File: config.mk
export PLATFORM = sky130hd
export DESIGN_NAME = uart_rx_core
export DESIGN_NICKNAME = d
export VERILOG_FILES = /design/src/rtl/uart_rx_core.sv
export SDC_FILE = /design/constraint.sdc
export NUM_CORES = 1
export LEC_CHECK = 0
export BUFFER_PORTS_ARGS = -buffer_cell sky130_fd_sc_hd__buf_2
export CORE_ASPECT_RATIO = 2
export CORE_MARGIN = 2
export CORE_UTILIZATION = 55
export CTS_CLUSTER_SIZE = 14
export DETAILED_ROUTE_END_ITERATION = 8
export PLACE_DENSITY = 0.76
export SYNTH_ARGS = -nofsm -noshare
export SYNTH_HDL_FRONTEND = slang
export SYNTH_SLANG_ARGS = --single-unit
File: constraint.sdc
create_clock -name i_clk -period 2.6 [get_ports i_clk]
set_clock_uncertainty 0.15 [all_clocks]
set_input_delay 0.26 -clock i_clk [delete_from_list [all_inputs] [get_ports i_clk]]
set_output_delay 0.26 -clock i_clk [all_outputs]
set_load 0.01 [all_outputs]
File: src/rtl/uart_rx_core.sv
// UART receive path: programmable oversample tick, 2-FF synchroniser, majority-voted
// frame FSM with parity/break handling, and a first-word fall-through receive FIFO.
module uart_rx_core #(
    parameter int DBIT                  = 8,
    parameter int SB_TICK               = 16,
    parameter int BAUDRATE_DIVISOR_BITS = 8,
    parameter int FIFO_W                = 2
) (
    input  logic                             i_clk,
    input  logic                             reset,
    input  logic [BAUDRATE_DIVISOR_BITS-1:0] i_baud_div,
    input  logic [1:0]                       i_parity_mode,
    input  logic                             rx,
    input  logic                             rd_uart,
    input  logic                             i_clr_err,
    output logic [DBIT-1:0]                  r_data,
    output logic                             rx_empty,
    output logic                             rx_full,
    output logic                             o_frame_err,
    output logic                             o_parity_err,
    output logic                             o_overrun
);

    localparam int DW    = BAUDRATE_DIVISOR_BITS;
    localparam int SW    = ($clog2(SB_TICK) > 4) ? $clog2(SB_TICK) : 4;
    localparam int DEPTH = 2 ** FIFO_W;

    localparam logic [SW-1:0]     S_SAMP0     = SW'(7);
    localparam logic [SW-1:0]     S_SAMP1     = SW'(8);
    localparam logic [SW-1:0]     S_SAMP2     = SW'(9);
    localparam logic [SW-1:0]     S_LAST      = SW'(15);
    localparam logic [SW-1:0]     S_STOP_LAST = SW'(SB_TICK - 1);
    localparam logic [2:0]        N_LAST      = 3'(DBIT - 1);
    localparam logic [FIFO_W:0]   CNT_FULL    = (FIFO_W + 1)'(DEPTH);

    typedef enum logic [2:0] {
        IDLE   = 3'd0,
        START  = 3'd1,
        DATA   = 3'd2,
        PARITY = 3'd3,
        STOP   = 3'd4
    } state_t;

    function automatic logic majority3(input logic a, input logic b, input logic c);
        return (a & b) | (a & c) | (b & c);
    endfunction

    function automatic logic even_parity(input logic [DBIT-1:0] d);
        return ^d;
    endfunction

    logic [DW-1:0]     div_r;
    logic [DW-1:0]     cnt_r;
    logic              tick_s;
    logic              rx_meta_r;
    logic              rxs_r;
    state_t            state_r;
    logic [SW-1:0]     s_r;
    logic [2:0]        n_r;
    logic [DBIT-1:0]   data_r;
    logic [1:0]        smp_r;
    logic              maj_r;
    logic              stop_r;
    logic              par_bad_r;
    logic              armed_r;
    logic              maj_now_s;
    logic              par_on_s;
    logic              end_s;
    logic              push_s;
    logic              pop_s;
    logic              wr_s;
    logic              frame_set_s;
    logic              parity_set_s;
    logic              overrun_set_s;
    logic [DBIT-1:0]   mem_r [DEPTH];
    logic [FIFO_W-1:0] wptr_r;
    logic [FIFO_W-1:0] rptr_r;
    logic [FIFO_W:0]   count_r;
    logic [FIFO_W:0]   count_nxt_s;

    assign tick_s        = (div_r != '0) && (cnt_r == (div_r - DW'(1)));
    assign maj_now_s     = majority3(smp_r[0], smp_r[1], rxs_r);
    assign par_on_s      = (i_parity_mode == 2'b01) || (i_parity_mode == 2'b10);
    assign end_s         = (state_r == STOP) && tick_s && (s_r == S_STOP_LAST);
    assign push_s        = end_s && stop_r;
    assign frame_set_s   = end_s && !stop_r;
    assign parity_set_s  = push_s && par_bad_r;
    assign pop_s         = rd_uart && !rx_empty;
    assign wr_s          = push_s && (!rx_full || pop_s);
    assign overrun_set_s = push_s && rx_full && !pop_s;
    assign r_data        = mem_r[rptr_r];

    // Oversample tick counter; the divisor is only reloaded at a wrap (or while idle at 0).
    always_ff @(posedge i_clk or negedge reset) begin
        if (!reset) begin
            div_r <= '0;
            cnt_r <= '0;
        end else if ((div_r == '0) || tick_s) begin
            div_r <= i_baud_div;
            cnt_r <= '0;
        end else begin
            cnt_r <= cnt_r + DW'(1);
        end
    end

    // Two-flop synchroniser for the asynchronous serial line.
    always_ff @(posedge i_clk or negedge reset) begin
        if (!reset) begin
            rx_meta_r <= 1'b1;
            rxs_r     <= 1'b1;
        end else begin
            rx_meta_r <= rx;
            rxs_r     <= rx_meta_r;
        end
    end

    // Frame FSM: samples at s=7/8/9, decisions at the end of each bit period.
    always_ff @(posedge i_clk or negedge reset) begin
        if (!reset) begin
            state_r   <= IDLE;
            s_r       <= '0;
            n_r       <= 3'd0;
            data_r    <= '0;
            smp_r     <= 2'b11;
            maj_r     <= 1'b1;
            stop_r    <= 1'b1;
            par_bad_r <= 1'b0;
            armed_r   <= 1'b0;
        end else begin
            if (tick_s && (state_r != IDLE)) begin
                if (s_r == S_SAMP0) smp_r[0] <= rxs_r;
                if (s_r == S_SAMP1) smp_r[1] <= rxs_r;
                if (s_r == S_SAMP2) maj_r    <= maj_now_s;
            end
            case (state_r)
                IDLE: begin
                    if (rxs_r) begin
                        armed_r <= 1'b1;
                    end else if (armed_r) begin
                        state_r   <= START;
                        s_r       <= '0;
                        par_bad_r <= 1'b0;
                    end
                end
                START: begin
                    if (tick_s) begin
                        if ((s_r == S_SAMP2) && maj_now_s) begin
                            state_r <= IDLE;
                            s_r     <= '0;
                        end else if (s_r == S_LAST) begin
                            state_r <= DATA;
                            s_r     <= '0;
                            n_r     <= 3'd0;
                        end else begin
                            s_r <= s_r + SW'(1);
                        end
                    end
                end
                DATA: begin
                    if (tick_s) begin
                        if (s_r == S_LAST) begin
                            data_r[n_r] <= maj_r;
                            s_r         <= '0;
                            if (n_r == N_LAST) begin
                                state_r <= par_on_s ? PARITY : STOP;
                            end else begin
                                n_r <= n_r + 3'd1;
                            end
                        end else begin
                            s_r <= s_r + SW'(1);
                        end
                    end
                end
                PARITY: begin
                    if (tick_s) begin
                        if (s_r == S_LAST) begin
                            par_bad_r <= maj_r != (even_parity(data_r) ^ i_parity_mode[1]);
                            state_r   <= STOP;
                            s_r       <= '0;
                        end else begin
                            s_r <= s_r + SW'(1);
                        end
                    end
                end
                STOP: begin
                    if (tick_s) begin
                        if (s_r == S_SAMP2) stop_r <= maj_now_s;
                        if (s_r == S_STOP_LAST) begin
                            state_r <= IDLE;
                            s_r     <= '0;
                            // A low stop bit disarms IDLE so a held break reports only once.
                            if (!stop_r) armed_r <= 1'b0;
                        end else begin
                            s_r <= s_r + SW'(1);
                        end
                    end
                end
                default: begin
                    state_r <= IDLE;
                    s_r     <= '0;
                end
            endcase
        end
    end

    // Next FIFO occupancy from the accepted push and pop.
    always_comb begin
        count_nxt_s = count_r;
        if (wr_s && !pop_s) begin
            count_nxt_s = count_r + (FIFO_W + 1)'(1);
        end else if (!wr_s && pop_s) begin
            count_nxt_s = count_r - (FIFO_W + 1)'(1);
        end else begin
            count_nxt_s = count_r;
        end
    end

    // FIFO pointers and registered empty/full flags.
    always_ff @(posedge i_clk or negedge reset) begin
        if (!reset) begin
            wptr_r   <= '0;
            rptr_r   <= '0;
            count_r  <= '0;
            rx_empty <= 1'b1;
            rx_full  <= 1'b0;
        end else begin
            if (wr_s)  wptr_r <= wptr_r + FIFO_W'(1);
            if (pop_s) rptr_r <= rptr_r + FIFO_W'(1);
            count_r  <= count_nxt_s;
            rx_empty <= (count_nxt_s == '0);
            rx_full  <= (count_nxt_s == CNT_FULL);
        end
    end

    // FIFO storage, cleared on reset so the head reads zero.
    always_ff @(posedge i_clk or negedge reset) begin
        if (!reset) begin
            for (int i = 0; i < DEPTH; i++) mem_r[i] <= '0;
        end else if (wr_s) begin
            mem_r[wptr_r] <= data_r;
        end
    end

    // Sticky error flags; a set in the same cycle as a clear wins.
    always_ff @(posedge i_clk or negedge reset) begin
        if (!reset) begin
            o_frame_err  <= 1'b0;
            o_parity_err <= 1'b0;
            o_overrun    <= 1'b0;
        end else begin
            o_frame_err  <= frame_set_s   | (o_frame_err  & ~i_clr_err);
            o_parity_err <= parity_set_s  | (o_parity_err & ~i_clr_err);
            o_overrun    <= overrun_set_s | (o_overrun    & ~i_clr_err);
        end
    end

endmodule
## Word level (Yosys, flattened, before mapping)

Index checks and enable logic that the tools add are counted.
Widths: inputs -> output; s select.

| word-level totals | value |
|---|---|
| flip-flop bits (word level) | 86 |
| input port bits | 15 |
| logic and storage cells | 178 |

| cells by class | value |
|---|---|
| add/sub/neg operators | 8 |
| $lt $le $gt $ge | 5 |
| eq/ne operators | 31 |
| mux-type cells | 49 |
| bitwise gates (word level) | 15 |
| reductions and logical operators | 44 |

Operator list:

| kind | number |
|---|---|
| $mux 3 | 20 |
| $bwmux 32 | 1 |
| $mux 8 | 4 |
| $ne 2x2->1 const B | 14 |
| $mux 4 | 6 |
| $bmux 8 s2 | 1 |
| $demux 8 s2 | 1 |
| $logic_and 1x1->1 | 16 |
| $pmux 3 s5 | 1 |
| $eq 4x4->1 const B | 3 |
| $pmux 4 s3 | 1 |
| $reduce_and 11->1 | 1 |
| $reduce_and 5->1 | 2 |
| $eq 3x3->1 const B | 3 |
| $mux 1 | 9 |
| $add 8x1->8 const B | 1 |
| $bwmux 8 | 1 |
| $eq 8x8->1 | 1 |
| $logic_not 8->1 | 1 |
| $reduce_bool 8->1 | 1 |
| $reduce_xor 8->1 | 1 |
| $sub 8x1->8 const B | 1 |
| $reduce_and 7->1 | 1 |
| $add 3x1->3 const B | 2 |
| 32 further kinds | 59 |

## Logic depth before layout (Yosys ltp)

Gate-level depths: netlist of the first run.

| depth | value |
|---|---|
| depth in word-level cells | 12 |
| depth in mapped cells | 10 |
| depth with buffers taken out | 9 |

## Least setup slack after synthesis of the first run

OpenSTA, ideal clock, no wires.

| timing | value |
|---|---|
| path type | register -> register |
| start | reg div_r[0] |
| end | reg mem_r[10] (netlist bit) |
| library setup time | 0.125 ns |
| arrival time | 2.402 ns |
| required time | 2.325 ns |
| slack | -0.077 ns |
| stages on the path, launching flop included | 11 |
| buffers on the path | 2 |
| period minus slack after synthesis | 2.677 ns |
| cells stage by stage | dfrtp_1 > inv_1 > ha_1 > or3_1 > a31o_1 > nor4_2 > buf_4 > and3_4 > buf_12 > nand2_8 > mux2_4 |

| on the way | value |
|---|---|
| word-level cells in the longest chain between the ends | 7 |
| elaborated cells on any way between the ends | 8 |
| classes of those cells | 1 x add/sub; 1 x eq/ne; 6 x reduce/logical |

RTL lines:

| element | RTL line | text |
|---|---|---|
| start, declared | 52 | `logic [DW-1:0] div_r;` |
| start signal, assigned | 99 | `div_r <= i_baud_div;` |
| $sub 8x1->8 | 81 | `assign tick_s = (div_r != '0) && (cnt_r == (div_r - DW'(1)));` |
| $eq 8x8->1 | 81 |  |
| $logic_and 1x1->1 (*) | 81 |  |
| $logic_and 1x1->1 (*) (2 in a row) | 84 | `assign end_s = (state_r == STOP) && tick_s && (s_r == S_STOP_LAST);` |
| $logic_and 1x1->1 (*) | 85 | `assign push_s = end_s && stop_r;` |
| $logic_and 1x1->1 (*) | 89 | `assign wr_s = push_s && (!rx_full \|\| pop_s);` |
| end signal, assigned by index | 240 | `mem_r[wptr_r] <= data_r;` |
| end, declared | 75 | `logic [DBIT-1:0] mem_r [DEPTH];` |

Every way passes the cells marked *; elsewhere a longest branch is shown, timed or not.
A chain may end at the register's enable or synchronous reset.

## Final worst setup path of the first run

| timing | value |
|---|---|
| start | reg div_r[5] |
| end | reg mem_r[24] (netlist bit) |

The elaborated chain is that of the path after synthesis.

==> out/metrics.cfg, run 1 <==
[cells_and_area]
area_growth_pct=21.7
drive_above_1_share=0.381
num-fill-cells=588
utilization=0.682
fin_nets=488
register_area_sq_um=2160
antennaDiodeCount=0
multiInputGateArea_sq_um=2480
fin_area_sq_um=5620

[worst_setup_path]
crit_chain=nor4_2, buf_4, nand2_1, xnor2_1, nor4_2, buf_4, and3_4, nand2_8, mux2_4
cpPeakStageDelay_ns=0.39
r2r_slack_ns=-0.07
cp_num_cells=9
crit_type=reg2reg
crit_fanout=8
required_ns=2.67
cp_top_family=simple AND/OR/NAND/NOR gates
crit_slowest_cell=dfrtp_1
r2r_start=div_r[5]$_DFFE_PN0N_
cp_num_buf_inv=2
cp_data_arrival_time_ns=2.74
rr_worst_depth=9
worst_setup_path_start_kind=flip-flop
critPathCaptureType=flip-flop
reg2reg_to=mem_r[24]$_DFFE_PN0P_

[timing]
slew_headroom=0.427
clock.fmax_mhz=375
holdWs_ns=0.0136
setup_viol=47
min_period_ns=2.67
finalMaxSlewViolations=0
worst_pin_slew_ns=0.853
hold_viol_final=0
period_share=1.03
rsz0062_at_grt=true
finalWorstSetupSlack_ns=-0.0663

[synthesis]
synth_top_area_frac=0.428
synth_largest_area_cell=dfrtp_1
synthFlopType=dfrtp_1
syn_area_per_cell_sq_um=12.0
syn_area_sq_um=4620
synth_area_leaders=dfrtp_1, mux2_4, mux2_2
synthArstFlopShare=1.00
ys_seq_area_frac=0.468
yosysUniqueCellTypes=56
yosysMostFrequentCell=dfrtp_1
synth_seq_cells=86
syn_inst=385
synth_warnings=0
synth_edf_count=0
synth_common_cells=dfrtp_1, mux2_4, nor2_1, nand2_1
synth_fp_nets=414

[global_routing]
grt_busiest_layer=met2
met1_usage=0.234
grt_max_degree=52
grt-ovfl-total=0
met3_usage=0.0507
antenna_found_initial=0
globalRouteMet2Util=0.444
grt_pass1_vias=3522
grtUsageTotal=0.237
grt_pass1_wl_um=16400

[drt]
routedWlPerCell_um=18.2
totalWireLength_um=10200
first_pass_iters=4
avgViaCountPerCell=5.86
drtIter0Drc=196
antenna_left=0
drc=0
vias=3292

[floorplan]
die-area_sq_um=9190
start_util=0.561
die_w_um=68.8
num_rows=47
pin_count=28
design.core.area_sq_um=8230
die_y_um=134

[worst_hold_path]
hp-class=in2reg
min_to=div_r[3]$_DFFE_PN0N_
whs_path_depth=2
hp-start=i_baud_div[3]

[outcome]
outcome=finished with violations
violations=setup timing

[clocking]
clock-root-buffer=clkbuf_16
cts-buffers-inserted=9
clk_pin_slew_worst_paths_ns=0.06
clock_latency_ns=0.34
clkSinkCount=86
cts_buffer_depth=2
h-tree-depth=3
cts_tree=yes

[power]
pwr_density_cell_nw_per_um2=864
vdd_ir_drop_max_mv=0.752
power.leakage_nw=2.63

[flow_run]
drv_cap=0

[placed_design]
port_buffers=27
gp_congestion=0.900
hpwl_um=7230
place_area_sq_um=5080

-- registers in the layout, indices dropped and copies added, names as in the netlist --
name	flops
armed_r	1
cnt_r	8
count_r	3
data_r	8
div_r	8
maj_r	1
mem_r	32
n_r	3
o_frame_err	1
o_overrun	1
o_parity_err	1
par_bad_r	1
rptr_r	2
rx_empty	1
rx_full	1
rx_meta_r	1
rxs_r	1
s_r	4
smp_r	2
state_r	3
stop_r	1
wptr_r	2
-- area by class of cell --
type | instances | area share
Tap cell | 98 | 0.0218
Timing Repair Buffer | 73 | 0.0949
Clock inverter | 4 | 0.00401
Inverter | 14 | 0.00936
Multi-Input combinational cell | 275 | 0.441
Clock buffer | 12 | 0.0439
Sequential cell | 86 | 0.385
-- metrics by stage --
step	total power [W]	setup TNS, ns	instances	setup WS [ns]
global placement	0.00337	-0.0668	533	-0.0376
global route	0.00513	-11.30	562	-0.227
detailed placement	0.00345	-0.474	533	-0.0610
CTS	0.00474	-0.000383	560	-0.000383
finish	0.00485	-2.16	562	-0.0663
floorplan	0.00280	0	385	0.0134
-- worst reg2reg max path, stage by stage (launching register included) --
cell and delay (ns):
dfrtp_1 0.39, nor4_2 0.33, buf_4 0.18, nand2_1 0.10, xnor2_1 0.17, nor4_2 0.24, buf_4 0.18, and3_4 0.34
nand2_8 0.15, mux2_4 0.33
-- metal layers --
metal  vias to the layer above  wire length [um]
met5                         -                 0
met3                        31               268
met2                        70              5920
met1                      1661              3700
li1                       1530                 -
met4                         0               346
-- report_power, final --
part / internal, W / switching [W]
sequential: 0.00155 / 0.000285
combinational: 0.000894 / 0.000953
clock: 0.000669 / 0.000502
total: 0.00311 / 0.00174
-- cells by family after synthesis --
group                    synth area share
AND/OR/NAND/NOR                     0.150
AO/OA/AOI/OAI                      0.0672
flip-flops                          0.468
buffers and inverters              0.0260
adder cells (fa/ha/maj)            0.0401
XOR/XNOR                           0.0569
multiplexers                        0.192
-- cell usage in the layout, fill, tap and decap left out, drive strengths merged, types with 7 or more instances in the layout --
cell and instances:
nor2 27, buf 66, nor3 8, dfrtp 79, mux2 51, and3 7
clkbuf 12, xor2 11, nand2 26, xnor2 19, nand3 19, inv 14
ha 14, mux4 8, dlygate4sd3 7, o21ai 17, dfstp 7, a21oi 11
-- worst max-delay path by stage --
stage	from	to	slack [ns]
CTS	div_r[2]$_DFFE_PN0N_	mem_r[30]$_DFFE_PN0P_	-0.0004
global placement	div_r[5]$_DFFE_PN0N_	count_r[0]$_DFF_PN0_	-0.04
finish	div_r[5]$_DFFE_PN0N_	mem_r[24]$_DFFE_PN0P_	-0.07
global route	div_r[5]$_DFFE_PN0N_	smp_r[0]$_DFFE_PN1P_	-0.23
detailed placement	div_r[4]$_DFFE_PN0N_	rx_full$_DFF_PN0_	-0.06
floorplan	div_r[4]$_DFFE_PN0N_	mem_r[10]$_DFFE_PN0P_	0.01
-- what timing repair did --
item,in CTS,in global routing
pin swaps,4,9
endpoints found under the setup margin,52,70
gates cloned,0,0
endpoints found under the hold margin,50,0
buffers inserted,4,2
resized for setup,11,21
hold buffers,7,0
No activity file was read; power rests on OpenSTA's default activity.
==> inputs of run 2 (changes only) <==
CORE_UTILIZATION = 60   (was 55)
PLACE_DENSITY = 0.79   (was 0.76)
clock period = 2.7 ns   (was 2.6 ns; I/O delays follow)
==> out/metrics.cfg, run 2 (synthesis gave the netlist of run 1 again) <==
[clocking]
cts_buffer_depth=2  ; unchanged
cts_tree=yes
h-tree-depth=3  ; unchanged
cts-buffers-inserted=9  ; unchanged
clock_latency_ns=0.34  ; about the same
clkSinkCount=86  ; unchanged
clk_pin_slew_worst_paths_ns=0.06  ; about the same
clock-root-buffer=clkbuf_16

[worst_setup_path]
rr_worst_depth=10  ; +1
critPathCaptureType=flip-flop
r2r_start=div_r[0]$_DFFE_PN0N_
crit_fanout=10  ; +2
crit_chain=inv_1, ha_2, or3_1, a31o_1, nor4_2, buf_4, and4_4, buf_8, nand4_1, mux2_2
required_ns=2.78  ; +0.11 ns
reg2reg_to=data_r[1]$_DFFE_PN0P_
r2r_slack_ns=0.05  ; +0.11 ns
cp_data_arrival_time_ns=2.73  ; about the same
crit_type=reg2reg
cpPeakStageDelay_ns=0.37  ; -0.02 ns
crit_slowest_cell=or3_1
worst_setup_path_start_kind=flip-flop

[flow_run]
drv_cap=0  ; unchanged

[placed_design]
place_area_sq_um=5000  ; -1.7%
port_buffers=27  ; unchanged
hpwl_um=7440  ; +2.9%
gp_congestion=0.895  ; -0.62%
dp.cells=520  ; -2.4%

[worst_hold_path]
hp-start=i_baud_div[6]
min_to=div_r[6]$_DFFE_PN0N_
whs_path_depth=2  ; unchanged
hp-class=in2reg

[floorplan]
die-area_sq_um=8450  ; -8.0%
start_util=0.612  ; +0.0511
design.core.area_sq_um=7540  ; -8.4%
die_w_um=66.0  ; -4.0%
pin_count=28  ; unchanged
die_y_um=128  ; -4.1%
num_rows=45  ; -4.3%

[drt]
totalWireLength_um=10100  ; -1.1%
first_pass_iters=4  ; unchanged
drc=0  ; unchanged
vias=3229  ; -1.9%
avgViaCountPerCell=5.88  ; +0.41%
antenna_left=0  ; unchanged
routedWlPerCell_um=18.4  ; +1.3%
drtIter0Drc=183  ; -6.6%

[cells_and_area]
multiInputGateArea_sq_um=2390  ; -3.6%
largest_register_ffs=32  ; unchanged
area_growth_pct=19.5
layout_common_cells=dfrtp_1, mux2_4, buf_4
final_common_cell=dfrtp_1
stdcell_count=549  ; -2.3%
fin_area_sq_um=5510  ; -1.8%
fin_nets=479  ; -1.8%
num-fill-cells=510  ; -13%
top_register=mem_r
antennaDiodeCount=0  ; unchanged
drive_above_1_share=0.354  ; -0.0276
register_area_sq_um=2160  ; unchanged

[timing]
min_period_ns=2.65  ; -0.0129 ns
rsz0062_at_grt=true
worst_pin_slew_ns=0.866  ; +0.0126 ns
finalMaxSlewViolations=0  ; unchanged
clock.fmax_mhz=377  ; +0.49%
hold_viol_final=0  ; unchanged
period_share=0.983  ; -0.0428
slew_headroom=0.408  ; -0.0189
setup_viol=0  ; -100%

[global_routing]
grt_max_degree=73  ; +40%
grt_pass1_wl_um=16400  ; about the same
grt-ovfl-total=0  ; unchanged
grt_pass1_vias=3498  ; -0.68%
grtUsageTotal=0.259  ; +0.0223
antenna_found_initial=0  ; unchanged

[power]
power.leakage_nw=2.59  ; -1.2%
vdd_ir_drop_max_mv=0.683  ; -9.1%
pwr_density_cell_nw_per_um2=850  ; -1.7%

[outcome]
outcome=complete, no violations

## run 2: timing repair
action | in CTS | in global routing
resized for setup | 2 | 14
pin swaps | 3 | 3
setup buffers | 2 | 5
endpoints found under the hold margin | 85 | 0
hold buffers | 6 | 0
setup endpoints to repair | 43 | 65
## run 2: final cells by class
cell class,instances,area share
Multi-Input combinational cell,275,0.433
Sequential cell,86,0.392
Timing Repair Buffer,64,0.0817
Clock buffer,12,0.0483
Tap cell,94,0.0213
Clock inverter,4,0.0138
Inverter,14,0.00953
## run 2: metal layers
layer / global-route usage / share of wire / wire length (um)
met5: 0 / 0 / 0
met4: 0.140 / 0.043 / 432
met1: 0.247 / 0.34 / 3480
met3: 0.0404 / 0.023 / 231
met2: 0.502 / 0.59 / 5970
## run 2: per-stage QoR
step | utilization | setup WS (ns) | TNS, ns | hold slack [ns] | total power, W
floorplan | - | 0.0233 | 0 | -0.176 | 0.00269
detailed placement | 0.662 | -0.0414 | -0.469 | -0.00948 | 0.00321
finish | 0.731 | 0.0466 | 0 | 0.00629 | 0.00469
CTS | 0.718 | -0.000639 | -0.000639 | 0.00817 | 0.00462
global route | 0.731 | -0.0889 | -3.03 | 0.0164 | 0.00493
global placement | 0.662 | 0.0345 | 0 | -0.0164 | 0.00314
## run 2: critical path: cells and delay by family, from the launching register on
kind                       cells  cell delay, ns
AOI/OAI and AO/OA              1            0.21
adders and majority gates      1            0.19
buffers and inverters          3            0.37
DFF                            1            0.35
muxes                          1            0.31
and+or+nand+nor                4            0.95
## run 2: how the worst max path moves through the flow
| stage | startpoint | end | slack [ns] | cells after the start |
|---|---|---|---|---|
| after floorplan | div_r[0]$_DFFE_PN0N_ | mem_r[10]$_DFFE_PN0P_ | 0.02 | 10 |
| after global placement | div_r[0]$_DFFE_PN0N_ | div_r[3]$_DFFE_PN0N_ | 0.03 | 7 |
| after detailed placement | div_r[0]$_DFFE_PN0N_ | data_r[1]$_DFFE_PN0P_ | -0.04 | 10 |
| after CTS | div_r[2]$_DFFE_PN0N_ | data_r[1]$_DFFE_PN0P_ | -0.0006 | 10 |
| after global routing | div_r[5]$_DFFE_PN0N_ | data_r[1]$_DFFE_PN0P_ | -0.09 | 10 |
| final | div_r[0]$_DFFE_PN0N_ | data_r[1]$_DFFE_PN0P_ | 0.05 | 10 |
## run 2: report_power, final
| part | internal [W] | leakage (nW) | switching, W |
|---|---|---|---|
| combinational | 0.000721 | 1.31 | 0.000799 |
| clock | 0.000889 | 0.165 | 0.000509 |
| sequential | 0.00149 | 1.11 | 0.000274 |
==> inputs of run 3 (changes only) <==
ABC_AREA = 1   (was not set)
REMOVE_ABC_BUFFERS = 1   (was not set)
==> out/metrics.cfg, run 3 <==
[outcome]
outcome=complete, no violations

[floorplan]
die_y_um=128  ; +0.25%
num_rows=45  ; unchanged
die_w_um=66.2  ; +0.24%
die-area_sq_um=8490  ; +0.49%
design.core.area_sq_um=7540  ; unchanged
start_util=0.615  ; +0.00315
pin_count=28  ; unchanged

[clocking]
clkSinkCount=86  ; unchanged
clk_pin_slew_worst_paths_ns=0.06  ; about the same
clock-root-buffer=clkbuf_16
h-tree-depth=3  ; unchanged
cts_buffer_depth=2  ; unchanged
cts_tree=yes
cts-buffers-inserted=9  ; unchanged
clock_latency_ns=0.34  ; about the same

[drt]
antenna_left=0  ; unchanged
routedWlPerCell_um=14.5  ; -22%
totalWireLength_um=10100  ; about the same
drtIter0Drc=270  ; +48%
avgViaCountPerCell=5.42  ; -7.8%
first_pass_iters=4  ; unchanged
drc=0  ; unchanged
vias=3791  ; +17%

[timing]
timing.setup.tns_ns=0  ; unchanged
clock.fmax_mhz=404  ; +7.3%
holdWs_ns=0.0138  ; +0.00756 ns
finalMaxSlewViolations=0  ; unchanged
worst_pin_slew_ns=0.490  ; -0.375 ns
setup_viol=0  ; unchanged
min_period_ns=2.47  ; -0.180 ns
slew_headroom=0.672  ; +0.264
rsz0062_at_grt=false
period_share=0.916  ; -0.0668
hold_viol_final=0  ; unchanged
finalWorstSetupSlack_ns=0.227  ; +0.180 ns

[cells_and_area]
num-fill-cells=601  ; +18%
multiInputGateArea_sq_um=2140  ; -10%
area_growth_pct=13.9
antennaDiodeCount=0  ; unchanged
fin_nets=629  ; +31%
fin_area_sq_um=5290  ; -4.1%
register_area_sq_um=2160  ; about the same
utilization=0.701  ; -0.0302
drive_above_1_share=0.170  ; -0.184
final_common_cell=nand2_1
top_register=mem_r
layout_common_cells=nand2_1, dfrtp_1, inv_1
largest_register_ffs=32  ; unchanged

[worst_setup_path]
worst_setup_path_start_kind=flip-flop
crit_type=reg2reg
reg2reg_to=n_r[2]$_DFFE_PN0P_
critPathCaptureType=flip-flop
cp_data_arrival_time_ns=2.55  ; -0.18 ns
crit_fanout=5  ; -5
r2r_start=div_r[1]$_DFFE_PN0N_
required_ns=2.78  ; about the same
rr_worst_depth=15  ; +5
r2r_slack_ns=0.23  ; +0.18 ns

[placed_design]
gp_congestion=0.903  ; +0.94%
place_area_sq_um=4870  ; -2.4%
pre_cts_ws_ns=0.174  ; +0.215 ns
hpwl_um=7700  ; +3.6%
port_buffers=27  ; unchanged

[power]
netSwitchingPower_w=0.00131  ; -17%
seq_power_share=0.392  ; +0.015
p_comb_frac=0.284  ; -0.040
netSwitchingFraction=0.342  ; +0.00392
internal_power_w=0.00252  ; -19%
power.leakage_nw=2.52  ; -2.8%
pwr_density_cell_nw_per_um2=725  ; -15%
vdd_ir_drop_max_mv=0.485  ; -29%
power_frac_clock=0.324  ; +0.026

[flow_run]
drv_cap=0  ; unchanged

[worst_hold_path]
hp-start=i_baud_div[6]
min_to=div_r[6]$_DFFE_PN0N_
whs_path_depth=2  ; unchanged
hp-class=in2reg

[global_routing]
grt_pass1_vias=3755  ; +7.3%
antenna_found_initial=0  ; unchanged
grt_max_degree=37  ; -49%
grt_pass1_wl_um=16700  ; +1.9%
grtUsageTotal=0.261  ; +0.00139
grt-ovfl-total=0  ; unchanged

[synthesis]
synth_area_leaders=dfrtp_1, nand2_1, inv_1
synthArstFlopShare=1.00  ; unchanged
ys_seq_area_frac=0.466  ; -0.00240
syn_area_sq_um=4640  ; +0.52%
yosysMostFrequentCell=nand2_1
syn_inst=556  ; +44%
syn_area_per_cell_sq_um=8.34  ; -30%
synth_common_cells=nand2_1, dfrtp_1, inv_1, nor2_1, o21ai_0
synth_warnings=0  ; unchanged
synth_largest_area_cell=dfrtp_1
yosysUniqueCellTypes=38  ; -32%
synth_edf_count=0  ; unchanged
synth_seq_cells=86  ; unchanged
synth_top_area_frac=0.426  ; -0.00219
synthFlopType=dfrtp_1

## run 3: cell count changes in the layout (fill, tap and decap cells not counted), moves of 22 or more
cell	change
mux2_4	-33
o21ai_1	+24
nand2_1	+88
inv_1	+55
nor2_1	+37
o21ai_0	+22
buf_4	-22
## run 3: kinds of logic after synthesis
| kind of cell | count (synthesis) | share of synthesized area |
|---|---|---|
| xor gates and xnor gates | 23 | 0.0434 |
| adders and majority gates | 14 | 0.0378 |
| muxes | 2 | 0.00485 |
| DFF | 86 | 0.466 |
| AOI/OAI and AO/OA | 110 | 0.135 |
| and+or+nand+nor | 234 | 0.236 |
| buffers and inverters | 87 | 0.0771 |
## run 3: routing by layer
layer  wire [um]  global-route usage  share of wire  vias up
li1            -                   -              -     1886
met1        3650               0.249           0.36     1806
met2        5910               0.517           0.58       74
met3         212              0.0323          0.021       25
met4         331               0.125          0.033        0
met5           0                   0              0        -
## run 3: cell type report
| type | instances | share of cell area |
|---|---|---|
| inverter | 78 | 0.0554 |
| clock buffer | 11 | 0.0459 |
| sequential | 86 | 0.409 |
| timing repair buffer | 42 | 0.0511 |
| clock inverter | 5 | 0.0109 |
| multi-input combinational | 383 | 0.406 |
| tap | 94 | 0.0222 |
## run 3: worst max-delay path: stages (launching register included)
cell and delay (ns):
dfrtp_1 0.39, inv_2 0.08, ha_4 0.27, inv_1 0.04, nand2_1 0.05, nand2_1 0.05
nor2_2 0.16, nand3_2 0.11, nor2_4 0.14, nand4_4 0.15, nor2_4 0.19, inv_2 0.08
o21ai_2 0.15, o211ai_1 0.18, nand2_1 0.11, o21ai_1 0.07
## run 3: worst max path at each step
stage	slack [ns]	startpoint	cells past startpoint	to
2_1_floorplan	0.40	div_r[0]$_DFFE_PN0N_	10	div_r[5]$_DFFE_PN0N_
3_3_place_gp	0.26	div_r[0]$_DFFE_PN0N_	15	mem_r[20]$_DFFE_PN0P_
3_5_place_dp	0.17	div_r[1]$_DFFE_PN0N_	15	n_r[2]$_DFFE_PN0P_
4_1_cts	0.16	div_r[1]$_DFFE_PN0N_	15	n_r[2]$_DFFE_PN0P_
5_1_grt	0.0009	div_r[0]$_DFFE_PN0N_	15	n_r[0]$_DFFE_PN0P_
6_report	0.23	div_r[1]$_DFFE_PN0N_	15	n_r[2]$_DFFE_PN0P_
## run 3: repair_timing
item                                   in CTS  in global routing
endpoints found under the hold margin      39                  0
buffers inserted                            0                  1
resized for setup                           0                  6
setup endpoints to repair                   0                 44
hold buffers                                8                  0
## run 3: per-stage QoR
| step | total power, W | cells |
|---|---|---|
| after floorplan | 0.00224 | 547 |
| after global placement | 0.00255 | 674 |
| after detailed placement | 0.00260 | 674 |
| after CTS | 0.00385 | 698 |
| after global routing | 0.00406 | 699 |
| final | 0.00383 | 699 |
## run 3: power groups by stage
stage	Clock [W]	Combinational [W]	Sequential, W
finish	0.00124	0.00109	0.00150
global route	0.00131	0.00124	0.00151
CTS	0.00126	0.00109	0.00150
detailed placement	0	0.00108	0.00152
global placement	0	0.00104	0.00151
floorplan	0	0.000727	0.00151
